<file path="src/rtl/video_pkg.sv">
// Shared video constants: default palette colours, default widths and the
// transparent palette index.
package video_pkg;

    localparam int DEF_INDEX_W     = 3;
    localparam int DEF_COLOR_W     = 4;
    localparam int TRANSPARENT_IDX = 0;

    // Colour bit order is {g2,b,g,r}
    localparam logic [3:0] COL_BLACK  = 4'b0000;
    localparam logic [3:0] COL_YELLOW = 4'b0011;
    localparam logic [3:0] COL_RED    = 4'b0001;
    localparam logic [3:0] COL_WHITE  = 4'b0111;
    localparam logic [3:0] COL_BLUE   = 4'b0100;
    localparam logic [3:0] COL_PINK   = 4'b1101;
    localparam logic [3:0] COL_CYAN   = 4'b0110;
    localparam logic [3:0] COL_ORANGE = 4'b1011;

    function automatic logic [3:0] default_color(input int unsigned idx);
        logic [3:0] c;
        case (idx)
            32'd0:   c = COL_BLACK;
            32'd1:   c = COL_YELLOW;
            32'd2:   c = COL_RED;
            32'd3:   c = COL_WHITE;
            32'd4:   c = COL_BLUE;
            32'd5:   c = COL_PINK;
            32'd6:   c = COL_CYAN;
            32'd7:   c = COL_ORANGE;
            default: c = COL_BLACK;
        endcase
        return c;
    endfunction

endpackage

</file>
<file path="src/rtl/palette_ram.sv">
// Runtime-writable palette: register file with combinational read, reset to
// the default colours. A write lands one cycle after it is requested.
module palette_ram
    import video_pkg::*;
#(
    parameter int INDEX_W = DEF_INDEX_W,
    parameter int COLOR_W = DEF_COLOR_W
) (
    input  logic               clk,
    input  logic               reset,
    input  logic               we,
    input  logic [INDEX_W-1:0] waddr,
    input  logic [COLOR_W-1:0] wdata,
    input  logic [INDEX_W-1:0] raddr,
    output logic [COLOR_W-1:0] rdata
);

    localparam int DEPTH = 2 ** INDEX_W;

    logic [COLOR_W-1:0] mem_r [DEPTH];
    logic               wr_pend_r;
    logic [INDEX_W-1:0] wr_addr_r;
    logic [COLOR_W-1:0] wr_data_r;

    function automatic logic [COLOR_W-1:0] fit_color(input logic [3:0] c);
        logic [COLOR_W-1:0] r;
        r = '0;
        for (int b = 0; b < COLOR_W; b++) begin
            r[b] = (b < 4) ? c[b[1:0]] : 1'b0;
        end
        return r;
    endfunction

    // Holding the request aligns the commit with the palette-read stage of the
    // pixel presented alongside it, so that pixel still reads the old colour.
    always_ff @(posedge clk) begin
        if (reset) begin
            wr_pend_r <= 1'b0;
            wr_addr_r <= '0;
            wr_data_r <= '0;
            for (int unsigned i = 0; i < DEPTH; i++) begin
                mem_r[i] <= fit_color(default_color(i));
            end
        end else begin
            wr_pend_r <= we;
            wr_addr_r <= waddr;
            wr_data_r <= wdata;
            if (wr_pend_r) begin
                mem_r[wr_addr_r] <= wr_data_r;
            end
        end
    end

    assign rdata = mem_r[raddr];

endmodule

</file>
<file path="src/rtl/layer_compositor.sv">
// Fixed-priority layer compositor with per-layer enable, frame-synchronous
// blinking, palette lookup over a two-stage pipeline and a sticky collision flag.
module layer_compositor
    import video_pkg::*;
#(
    parameter int NUM_LAYERS   = 3,
    parameter int INDEX_W      = DEF_INDEX_W,
    parameter int COLOR_W      = DEF_COLOR_W,
    parameter int BLINK_FRAMES = 16
) (
    input  logic                            clk,
    input  logic                            reset,
    input  logic                            pix_valid,
    input  logic [NUM_LAYERS*INDEX_W-1:0]   layer_idx,
    input  logic [NUM_LAYERS-1:0]           layer_en,
    input  logic [NUM_LAYERS-1:0]           blink_mask,
    input  logic                            frame_start,
    input  logic                            pal_we,
    input  logic [INDEX_W-1:0]              pal_addr,
    input  logic [COLOR_W-1:0]              pal_data,
    output logic [COLOR_W-1:0]              rgb,
    output logic                            rgb_valid,
    output logic [$clog2(NUM_LAYERS+1)-1:0] hit_layer,
    output logic                            overlap,
    output logic                            collision
);

    localparam int HIT_W = $clog2(NUM_LAYERS + 1);
    localparam int BCW   = (BLINK_FRAMES > 1) ? $clog2(BLINK_FRAMES) : 1;

    logic [NUM_LAYERS-1:0] vis_s;
    logic [INDEX_W-1:0]    win_idx_s;
    logic [HIT_W-1:0]      win_layer_s;
    logic                  overlap_s;
    logic [BCW-1:0]        blink_cnt_r;
    logic                  blink_phase_r;
    logic                  s1_valid_r;
    logic                  s1_overlap_r;
    logic [INDEX_W-1:0]    s1_idx_r;
    logic [HIT_W-1:0]      s1_hit_r;
    logic [COLOR_W-1:0]    pal_rdata_s;

    // Priority encode: scanning downwards leaves the lowest visible layer as winner.
    always_comb begin
        vis_s       = '0;
        win_idx_s   = INDEX_W'(TRANSPARENT_IDX);
        win_layer_s = HIT_W'(NUM_LAYERS);
        for (int k = NUM_LAYERS - 1; k >= 0; k--) begin
            vis_s[k] = layer_en[k]
                    && (layer_idx[k*INDEX_W +: INDEX_W] != INDEX_W'(TRANSPARENT_IDX))
                    && !(blink_mask[k] && blink_phase_r);
            win_idx_s   = vis_s[k] ? layer_idx[k*INDEX_W +: INDEX_W] : win_idx_s;
            win_layer_s = vis_s[k] ? HIT_W'(k) : win_layer_s;
        end
        overlap_s = |(vis_s & (vis_s - NUM_LAYERS'(1)));
    end

    // Blink counter advances per frame; phase flips on each wrap.
    always_ff @(posedge clk) begin
        if (reset) begin
            blink_cnt_r   <= '0;
            blink_phase_r <= 1'b0;
        end else if (frame_start) begin
            if (blink_cnt_r == BCW'(BLINK_FRAMES - 1)) begin
                blink_cnt_r   <= '0;
                blink_phase_r <= ~blink_phase_r;
            end else begin
                blink_cnt_r <= blink_cnt_r + BCW'(1);
            end
        end
    end

    // Stage 1: winning index, layer and overlap.
    always_ff @(posedge clk) begin
        if (reset) begin
            s1_valid_r   <= 1'b0;
            s1_overlap_r <= 1'b0;
            s1_idx_r     <= '0;
            s1_hit_r     <= '0;
        end else begin
            s1_valid_r <= pix_valid;
            if (pix_valid) begin
                s1_overlap_r <= overlap_s;
                s1_idx_r     <= win_idx_s;
                s1_hit_r     <= win_layer_s;
            end
        end
    end

    palette_ram #(
        .INDEX_W (INDEX_W),
        .COLOR_W (COLOR_W)
    ) u_palette (
        .clk   (clk),
        .reset (reset),
        .we    (pal_we),
        .waddr (pal_addr),
        .wdata (pal_data),
        .raddr (s1_idx_r),
        .rdata (pal_rdata_s)
    );

    // Stage 2: palette colour and outputs; non-valid slots hold the last pixel.
    always_ff @(posedge clk) begin
        if (reset) begin
            rgb       <= '0;
            rgb_valid <= 1'b0;
            hit_layer <= '0;
            overlap   <= 1'b0;
        end else begin
            rgb_valid <= s1_valid_r;
            if (s1_valid_r) begin
                rgb       <= pal_rdata_s;
                hit_layer <= s1_hit_r;
                overlap   <= s1_overlap_r;
            end
        end
    end

    // An overlapping output pixel beats a same-cycle frame_start clear.
    always_ff @(posedge clk) begin
        if (reset) begin
            collision <= 1'b0;
        end else begin
            collision <= (rgb_valid && overlap) || (collision && !frame_start);
        end
    end

endmodule

</file>
<file path="config.mk">
export PLATFORM = sky130hd
export DESIGN_NAME = layer_compositor
export DESIGN_NICKNAME = d
export VERILOG_FILES = /design/src/rtl/video_pkg.sv /design/src/rtl/palette_ram.sv /design/src/rtl/layer_compositor.sv
export SDC_FILE = /design/constraint.sdc
export NUM_CORES = 1
export LEC_CHECK = 0
export CORE_MARGIN = 5
export CORE_UTILIZATION = 49
export CTS_CLUSTER_DIAMETER = 150
export CTS_CLUSTER_SIZE = 28
export DETAILED_ROUTE_END_ITERATION = 7
export PLACE_DENSITY = 0.72
export RECOVER_POWER = 25
export SLEW_MARGIN = 40
export SYNTH_ARGS = -nofsm -noshare
export SYNTH_HDL_FRONTEND = slang
export SYNTH_HIERARCHICAL = 1
export SYNTH_SLANG_ARGS = --single-unit
</file>
<file path="constraint.sdc">
create_clock -name clk -period 1.7 [get_ports clk]
set_clock_uncertainty 0.2 [all_clocks]
set_input_delay 0.34 -clock clk [delete_from_list [all_inputs] [get_ports clk]]
set_output_delay 0.34 -clock clk [all_outputs]
set_load 0.1 [all_outputs]
</file>
==> results.yml, run 1 <==
yosys:
  synth_seq_cells: 61
  synth_top_area_share_pct: 35.41
  netlist_area_sq_um: 2714
  avgSynthCellArea_sq_um: 12.56
  syn_inst: 216
  synth_seq_area_share_pct: 56.80
  netlist_top_cells_area: "edfxtp_1 (35%), dfxtp_1 (21%), mux4_1 (6.8%)"
  synth_nets: 244
  synth_cell_types: 41
  synth_area_leader_cell: "edfxtp_1"
  yosys_warnings: 6
route:
  routed_wl_um: 5615
  first_pass_iters: 4
  wl_per_cell_um: 15.91
  antenna_left: 0
  drtIter0Drc: 96
  route.detailed.drc: 0
  via_count: 1880
  viasPerCell: 5.326
worst_setup_path:
  worstReg2RegEnd: "rgb[1]"
  cp_num_buf_inv: 1
  crit_chain: "buf_12, mux4_2, mux2_4, mux2i_1, nor2_1"
  cp_slowest_stage_delay_ns: 0.51
  slowest_stage: "mux4_2"
  start_kind: "flop"
  r2r-start: "s1_idx_r[0]"
  end_kind: "flop"
  path_class: "reg2reg"
  arrival_ns: 1.78
  worstPathMaxFanout: 5
  critPathTopFamily: "multiplexers"
  regToRegSetupSlack_ns: -0.05
  required_ns: 1.73
  r2r_cells: 5
floorplanning:
  chipWidth_um: 84.42
  initial_utilization_pct: 49.90
  design.core.area_sq_um: 5439
  die_h_um: 84.42
  design.die.area_sq_um: 7127
  io_pins: 36
  rows: 27
sta:
  setup_ws_ns: -0.04866
  slew_violations: 0
  setup_viol: 18
  finalHoldViolations: 0
  worst_pin_slew_ns: 0.4039
  period_share_pct: 102.9
  finalSetupTns_ns: -0.2729
  hold-worst-slack_ns: 0.3022
  max_freq_mhz: 571.9
  period_needed_ns: 1.749
  rsz0062_at_grt: "true"
  slew-limit-headroom_pct: 73.03
power_and_ir_drop:
  clkPwrFrac_pct: 33.4
  power_frac_seq_pct: 52.4
  peakVddDrop_mv: 0.6281
  power_density_nw_per_um2: 870.3
  combPwrFrac_pct: 14.2
  p_switching_uw: 775.3
  p_int_uw: 2367
  swShare_pct: 24.67
  p_leak_uw: 0.001290
cts:
  tritoncts: "done"
  clk_latency_ns: 0.33
  htree_num_levels: 3
  ctsRootBufferMaster: "clkbuf_8"
  clk_path_buf_depth: 2
  numCtsBuffers: 9
  postCtsHoldBufs: 0
  clkSlewWorstSetupHoldPaths_ns: 0.06
  cts.sinks: 61
cells_and_area:
  postLayoutCoreUtil_pct: 66.39
  final_common_cell: "edfxtp_1"
  nNetsFinal: 304
  final_cell_mix: "edfxtp_1 (32), dfxtp_1 (27), buf_4 (25), clkdlybuf4s50_1 (22), nor2_1 (18)"
  n_fill_cell: 411
  antennaDiodeCount: 0
  layout-drive-gt1-share_pct: 29.18
  layout-area-overhead-vs-synth_pct: 33.06
global_routing:
  antenna_found_initial: 0
  grt_util_all_layers_pct: 17.00
  grt_pass1_wl_um: 9218
  grt_max_degree: 24
  grt_pass1_vias: 1976
  overflow: 0
run_status:
  status: "complete, but fails checks"
  violations: "negative setup slack"
hold_path:
  hold_end: "s1_overlap_r"
  hp-class: "reg2reg"
  hold_path_depth: 2
  hp-start: "s1_overlap_r"
place:
  place_congestion: 0.8012
  portBuffers: 35
  place_ws_ns: -0.5194
  place_hpwl_um: 4197
run:
  cap_violations: 0
==> sequential cells by signal, indices dropped and copies added, names as in the netlist <==
name                 count
overlap                  1
u_palette/wr_data_r      4
collision                1
s1_hit_r                 2
blink_phase_r            1
s1_valid_r               1
s1_idx_r                 3
s1_overlap_r             1
hit_layer                2
rgb_valid                1
u_palette/wr_pend_r      1
u_palette/wr_addr_r      3
blink_cnt_r              4
u_palette/mem_r         32
rgb                      4
==> layer usage <==
metal,vias up,wire length (um),share of wire [%],track usage (%)
met5,-,0,0,0
met3,16,262,4.7,6.281
met1,897,2247,40,17.11
met4,0,149,2.7,8.489
met2,46,2955,53,30.70
li1,921,-,-,-
==> area by class of cell <==
type | instances | area, sq um | area share, %
well taps | 72 | 90.09 | 2.495
repair buffers | 64 | 679.4 | 18.81
clock inverters | 2 | 12.51 | 0.3465
clock buffers | 14 | 142.6 | 3.950
inverters | 6 | 22.52 | 0.6237
multi-input cells | 134 | 1117 | 30.94
flip-flops and latches | 61 | 1546 | 42.83
==> logic make-up after synthesis <==
logic type                 synth area share (%)
AOI/OAI and AO/OA                         9.176
muxes                                     12.22
xor gates and xnor gates                 0.6456
adders and majority gates                0.8759
and+or+nand+nor                           16.51
buffers and inverters                     3.780
DFF                                       56.80
==> power by group through the flow <==
stage | clock, uW | sequential [uW] | combinational, uW
detailed placement | 0 | 1680 | 417
floorplan | 0 | 1710 | 193
CTS | 1080 | 1650 | 445
global route | 1160 | 1650 | 477
finish | 1050 | 1650 | 448
global placement | 0 | 1680 | 410
==> worst max-delay path by stage <==
stage	endpoint	start	depth (start not counted)
after global placement	s1_idx_r[1]	layer_idx[4]	5
after global routing	rgb[1]	s1_idx_r[0]	5
after CTS	rgb[2]	s1_idx_r[0]	5
final	rgb[1]	s1_idx_r[0]	5
after floorplan	u_palette/mem_r[0][0]	reset	4
after detailed placement	s1_idx_r[2]	layer_idx[4]	5
==> worst min-delay path, stage by stage (launching register included) <==
cell and delay, ns:
dfxtp_1 0.31, nor2_1 0.09, a211oi_1 0.05
==> per-stage QoR <==
step / area, sq um / power [uW] / std cells
5_1_grt: 3611 / 3291 / 353
3_3_place_gp: 3347 / 2090 / 334
3_5_place_dp: 3347 / 2100 / 334
6_report: 3611 / 3143 / 353
2_1_floorplan: 2689 / 1906 / 216
4_1_cts: 3577 / 3171 / 353
==> cell usage after synthesis <==
cell	count
a21bo_1	1
buf_2	1
maj3_2	1
clkbuf_1	11
nand2b_1	4
or3b_4	1
nand2_1	6
and2b_1	6
mux2i_1	8
nor3b_1	1
nor2_1	18
nor3_1	19
mux4_1	7
a21boi_1	1
or3_4	1
a2111oi_2	2
a311oi_1	1
inv_1	6
a21oi_1	4
mux4_2	1
edfxtp_1	32
a41oi_1	1
nor2b_1	6
a221oi_1	3
buf_6	3
or2_2	1
a31oi_1	1
or3_1	16
ha_1	1
o21bai_1	8
dfxtp_1	29
xor2_1	2
a211oi_1	1
a31o_1	2
nand4_1	1
o311ai_0	1
nand3_1	1
a221oi_4	1
nand3b_1	1
a21boi_2	1
mux2_2	4
==> timing repair <==
action / CTS / global route
gates resized for setup: 15 / 10
gates cloned: 0 / 0
setup endpoints to repair: 21 / 40
pin swaps: 9 / 1
buffers inserted: 3 / 0
(Power assumes the default switching activity.)
==> run 2, diff against run 1 <==
--- a/config.mk
+++ b/config.mk
@@ -8,7 +8,7 @@
 export CORE_MARGIN = 5
 export CORE_UTILIZATION = 49
 export CTS_CLUSTER_DIAMETER = 150
-export CTS_CLUSTER_SIZE = 28
+export CTS_CLUSTER_SIZE = 8
 export DETAILED_ROUTE_END_ITERATION = 7
 export PLACE_DENSITY = 0.72
 export RECOVER_POWER = 25
==> results of run 2 <==
Same layout as run 1: the final DEF is identical, and so are final timing and power.
